### config.mk
export PLATFORM = sky130hd
export DESIGN_NAME = soft_f_div_writer
export DESIGN_NICKNAME = d
export VERILOG_FILES = /design/src/rtl/soft_f_div_writer.sv
export SDC_FILE = /design/constraint.sdc
export NUM_CORES = 1
export LEC_CHECK = 0
export ABC_AREA = 1
export CAP_MARGIN = 10
export CORE_MARGIN = 4
export CORE_UTILIZATION = 44
export DETAILED_ROUTE_END_ITERATION = 6
export PLACE_DENSITY = 0.74
export SLEW_MARGIN = 10
export SYNTH_ARGS = -nofsm -noshare
export SYNTH_HDL_FRONTEND = slang
export SYNTH_SLANG_ARGS = --single-unit
### constraint.sdc
create_clock -name clk -period 1.2 [get_ports clk]
set_input_delay 0.18 -clock clk [delete_from_list [all_inputs] [get_ports clk]]
set_output_delay 0.18 -clock clk [all_outputs]
set_load 0.01 [all_outputs]
### src/rtl/soft_f_div_writer.sv
// rtl/soft_f_div_writer.sv - splits full-width words into DATA_DIV narrow memory writes
//
// Accepts one DATA_WIDTH word per w_en/ready handshake and writes it LSB slice
// first, one SLICE_W slice per cycle, to addresses addr_in*DATA_DIV + k.
// Ports:
//   clk, rst            clock, synchronous active-high reset
//   w_en, addr_in,      word write request (taken when ready=1), word address,
//   data_in             word data
//   ready               block accepts a word at the next rising edge
//   mem_we, mem_addr,   narrow memory write strobe, address, data
//   mem_data
//   done                pulse with the last slice of an in-range word
//   err                 pulse with the last slice cycle of an out-of-range word
module soft_f_div_writer #(
  parameter int DATA_WIDTH = 32,
  parameter int DATA_DEPTH = 64,
  parameter int DATA_DIV   = 4,
  localparam int SLICE_W        = DATA_WIDTH / DATA_DIV,
  localparam int ADDR_IN_WIDTH  = (DATA_DEPTH > 1) ? $clog2(DATA_DEPTH) : 1,
  localparam int MEM_ADDR_WIDTH = (DATA_DEPTH * DATA_DIV > 1) ? $clog2(DATA_DEPTH * DATA_DIV) : 1
) (
  input  logic                      clk,
  input  logic                      rst,
  input  logic                      w_en,
  input  logic [ADDR_IN_WIDTH-1:0]  addr_in,
  input  logic [DATA_WIDTH-1:0]     data_in,
  output logic                      ready,
  output logic                      mem_we,
  output logic [MEM_ADDR_WIDTH-1:0] mem_addr,
  output logic [SLICE_W-1:0]        mem_data,
  output logic                      done,
  output logic                      err
);

  localparam int CW = (DATA_DIV > 1) ? $clog2(DATA_DIV) : 1;

  typedef enum logic {IDLE, WRITE} state_t;

  state_t                    state_q, state_d;
  logic [CW-1:0]             cnt_q, cnt_d;
  logic [DATA_WIDTH-1:0]     word_q, word_d;
  logic [MEM_ADDR_WIDTH-1:0] base_q, base_d;
  logic                      bad_q, bad_d;

  logic                      ready_d, mem_we_d, done_d, err_d;
  logic [MEM_ADDR_WIDTH-1:0] mem_addr_d;
  logic [SLICE_W-1:0]        mem_data_d;

  logic accept;
  logic in_bad;
  logic last_slice;
  logic next_is_last;

  assign accept       = w_en && ready;
  assign in_bad       = 32'(addr_in) >= 32'(DATA_DEPTH);
  assign last_slice   = (32'(cnt_q) == 32'(DATA_DIV - 1));
  assign next_is_last = (32'(cnt_q) + 32'd1 == 32'(DATA_DIV - 1));

  always_comb begin
    state_d    = state_q;
    cnt_d      = cnt_q;
    word_d     = word_q;
    base_d     = base_q;
    bad_d      = bad_q;
    ready_d    = ready;
    mem_we_d   = 1'b0;
    mem_addr_d = mem_addr;
    mem_data_d = mem_data;
    done_d     = 1'b0;
    err_d      = 1'b0;

    if (accept) begin
      // ready is only high in IDLE or in the last-slice cycle, so this branch
      // both starts a fresh word and chains a back-to-back word without a bubble.
      state_d = WRITE;
      cnt_d   = '0;
      word_d  = data_in;
      base_d  = MEM_ADDR_WIDTH'(addr_in) * MEM_ADDR_WIDTH'(DATA_DIV);
      bad_d   = in_bad;
      if (!in_bad) begin
        mem_we_d   = 1'b1;
        mem_addr_d = MEM_ADDR_WIDTH'(addr_in) * MEM_ADDR_WIDTH'(DATA_DIV);
        mem_data_d = data_in[SLICE_W-1:0];
      end
      ready_d = (DATA_DIV == 1);
      done_d  = (DATA_DIV == 1) && !in_bad;
      err_d   = (DATA_DIV == 1) && in_bad;
    end else if (state_q == WRITE && !last_slice) begin
      cnt_d  = cnt_q + CW'(1);
      // The held word is shifted so the next slice is always in the low bits.
      word_d = word_q >> SLICE_W;
      if (!bad_q) begin
        mem_we_d   = 1'b1;
        mem_addr_d = base_q + MEM_ADDR_WIDTH'(cnt_q) + MEM_ADDR_WIDTH'(1);
        mem_data_d = word_d[SLICE_W-1:0];
      end
      ready_d = next_is_last;
      done_d  = next_is_last && !bad_q;
      err_d   = next_is_last && bad_q;
    end else if (state_q == WRITE) begin
      state_d = IDLE;
      cnt_d   = '0;
      ready_d = 1'b1;
    end
  end

  always_ff @(posedge clk) begin
    if (rst) begin
      state_q  <= IDLE;
      cnt_q    <= '0;
      word_q   <= '0;
      base_q   <= '0;
      bad_q    <= 1'b0;
      ready    <= 1'b1;
      mem_we   <= 1'b0;
      mem_addr <= '0;
      mem_data <= '0;
      done     <= 1'b0;
      err      <= 1'b0;
    end else begin
      state_q  <= state_d;
      cnt_q    <= cnt_d;
      word_q   <= word_d;
      base_q   <= base_d;
      bad_q    <= bad_d;
      ready    <= ready_d;
      mem_we   <= mem_we_d;
      mem_addr <= mem_addr_d;
      mem_data <= mem_data_d;
      done     <= done_d;
      err      <= err_d;
    end
  end

endmodule

==> results.yml <==
finish:
  drive_gt1_share_pct: 19.69
  layout.nets: 424
  final_common_cell: "nand2_1"
  syn2layout_area_growth_pct: 41.35
  design_area_um2: 3302
  layout_common_cells: "nand2_1, dfxtp_1, clkdlybuf4s50_1"
  fill_cells: 467
  n_antenna_cell: 0
pwr:
  p_int_mw: 2.899
  power_frac_comb_pct: 21.6
  peakVddDrop_mv: 0.7886
  p_clk_share_pct: 30.6
  swShare_pct: 27.64
  leakagePower_nw: 1.413
  p_switching_mw: 1.107
  p_seq_share_pct: 47.8
  power_density_nw_per_um2: 1213
timing:
  slew_viol_final: 0
  fmaxAchievable_ghz: 0.8060
  rsz0062_at_grt: "true"
  period_needed_ns: 1.241
  finalCritPeriodShare_pct: 103.4
  hold_viol: 0
  setup_ws_ns: -0.04071
  fin_skew_ns: 0.007362
  setup_viol: 30
  fin_hold_ws_ns: 0.4207
hold_path:
  min-delay-start: "data_in[28]"
  hp-class: "in -> reg"
logic_synthesis:
  syn_nets: 356
  async_flop_share_pct: 0
  synth_area_um2: 2336
  ys_types: 30
  yosys_warnings: 0
  ys_ff_latch: 52
  synth_flop_cell: "dfxtp_1"
  synth_edf_count: 0
  syn_inst: 312
  avgSynthCellArea_um2: 7.487
  synth-seq-area-share_pct: 44.56
route:
  route.met2.wl_um: 2816
  top_layer_used: "met4"
  route.detailed.wl_per_inst_um: 12.56
  drt_first_pass_iters: 4
  drc: 0
  vias_per_cell: 4.856
  num_vias: 2190
  wl_um: 5665
  wl_met3_um: 295
  drtIter0Drc: 136
  ant_nets: 0
  met1_length_um: 2490
outcome:
  status: "complete, but fails checks"
  violations: "negative setup slack"
floorplan:
  die_w_um: 80.87
  dieArea_um2: 6539
  io-pin-count: 61
  initial_core_util_pct: 45.45
  core_um2: 5140
  fp.dieH_um: 80.87
  fp-row-count: 26
clock_network:
  clkLatencyLatePin_ns: 0.31
  cts_tree: "done"
  htreeDepth: 2
  cts.path.max_buffers: 2
  cts_made_buffers: 5
  root_buffer: "clkbuf_8"
  clock-sinks: 52
  path_clk_slew_ns: 0.10
global_route:
  grt_pass1_wl_um: 8763
  grt_pass1_vias: 2059
  grt.overflow.total: 0
  grt_max_degree: 36
  track_usage_pct: 17.12
  grt_antenna_before_repair: 0
placement:
  port_buffers: 59
  placedInstanceArea_um2: 3045
  place.gp.congestion: 0.7903
  hpwl_um: 3882
worst_setup_path:
  cp_data_required_time_ns: 1.45
  path_class: "reg -> reg"
  r2r-start: "cnt_q[0]$_SDFFE_PP0P_"
  cp-start-kind: "flop"
  worstSetupStartpoint: "cnt_q[0]$_SDFFE_PP0P_"
  slowest_delay_ns: 0.34
  worstPathMaxFanout: 5
  cp-end-kind: "flop"
  path_cells: "ha_2 > inv_2 > nand2_8 > buf_6 > inv_4 > nand2_2 > nor2_2 > nand2_1 > a21oi_1"
  cpMaxStageDelayCell: "dfxtp_2"
  r2r_setup_slack_ns: -0.04
  path_buf_inv: 3
  critPathTopFamily: "flip-flops"
  worst_ep_arrival_time_ns: 1.49
flow_run:
  cap_viol_max_count: 0
worst min-delay path, delay by kind of cell:
| family | cells | cell delay [ns] |
|---|---|---|
| AO/OA/AOI/OAI | 1 | 0.05 |
| buffers and inverters | 1 | 0.39 |
| AND/OR/NAND/NOR | 1 | 0.06 |
layer usage:
metal | vias to the layer above | track usage (%)
li1 | 1120 | -
met4 | 0 | 5.068
met3 | 7 | 3.548
met1 | 1007 | 20.96
met2 | 56 | 30.13
met5 | - | 0
stage by stage:
stage / setup WS, ns / total power, mW / utilization, % / std cells / setup TNS, ns
2_1_floorplan: 0.002115 / 2.393 / - / 312 / 0
3_3_place_gp: -0.2587 / 2.720 / 59.25 / 440 / -9.282
3_5_place_dp: -0.3031 / 2.733 / 59.25 / 440 / -11.26
4_1_cts: -0.08013 / 3.929 / 61.39 / 448 / -0.2636
5_1_grt: -0.1243 / 4.196 / 64.24 / 451 / -3.250
6_report: -0.04071 / 4.006 / 64.24 / 451 / -0.5647
logic make-up (layout without fill, tap and decap cells):
logic type / after synthesis / in the layout / synth area share (%)
flip-flops: 52 / 52 / 44.56
AO/OA/AOI/OAI: 62 / 62 / 15.59
XOR/XNOR: 1 / 1 / 0.3750
AND/OR/NAND/NOR: 156 / 156 / 27.10
adder cells (fa/ha/maj): 3 / 3 / 1.607
buffers and inverters: 37 / 106 / 10.60
other: 1 / 1 / 0.1605
repair_timing:
action / CTS / global route
hold buffers: 0 / 0
buffers inserted: 0 / 1
pin swaps: 4 / 7
gates cloned: 0 / 2
gates resized for setup: 28 / 38
endpoints found under the setup margin: 61 / 44
state kept, by name, summed over array words and instances, names as in the netlist:
register  cells
mem_we        1
mem_data      7
mem_addr      8
word_q       25
cnt_q         2
ready         1
state_q       1
done          1
base_q        6
area by class of cell:
| type | instances | area (um2) | area share [%] |
|---|---|---|---|
| timing repair buffer | 83 | 823.3 | 24.93 |
| sequential | 52 | 1045 | 31.64 |
| clock buffer | 5 | 68.82 | 2.084 |
| tap | 70 | 87.58 | 2.653 |
| timing repair inverter | 2 | 20.02 | 0.6063 |
| multi-input combinational | 223 | 1147 | 34.75 |
| clock inverter | 3 | 46.29 | 1.402 |
| inverter | 13 | 63.81 | 1.933 |
power groups by stage:
stage	logic (mW)	clock network [mW]	registers, mW
5_1_grt	0.952	1.32	1.93
6_report	0.867	1.22	1.91
4_1_cts	0.773	1.25	1.91
3_3_place_gp	0.776	0	1.94
2_1_floorplan	0.444	0	1.95
3_5_place_dp	0.786	0	1.95
path summary, 6_finish.rpt:
check             cells past startpoint                  endpoint
setup / recovery                      9  mem_addr[5]$_SDFFE_PP0P_
hold / removal                        3   word_q[28]$_SDFFE_PP0P_
setup reg to reg                      9  mem_addr[5]$_SDFFE_PP0P_
hold reg to reg                       2    word_q[7]$_SDFFE_PP0P_
Yosys cell counts, types with 2 or more instances:
master    instances  share of area (%)
a21boi_0          5                1.6
a21boi_1          7                2.2
a21boi_2          2               0.96
a21oi_1          39                8.4
buf_2             2               0.43
buf_4            12                3.9
buf_6             6                2.9
clkbuf_1          2               0.32
dfxtp_1          52                 45
ha_1              3                1.6
inv_1            10                1.6
nand2_1         128                 21
nand2_2           3               0.80
nand2_4           2               0.96
nand3_1          10                2.1
nor2_1           10                1.6
o21ai_0           4               0.86
o22ai_1           2               0.54
or2_2             2               0.54
(Power assumes the default switching activity.)
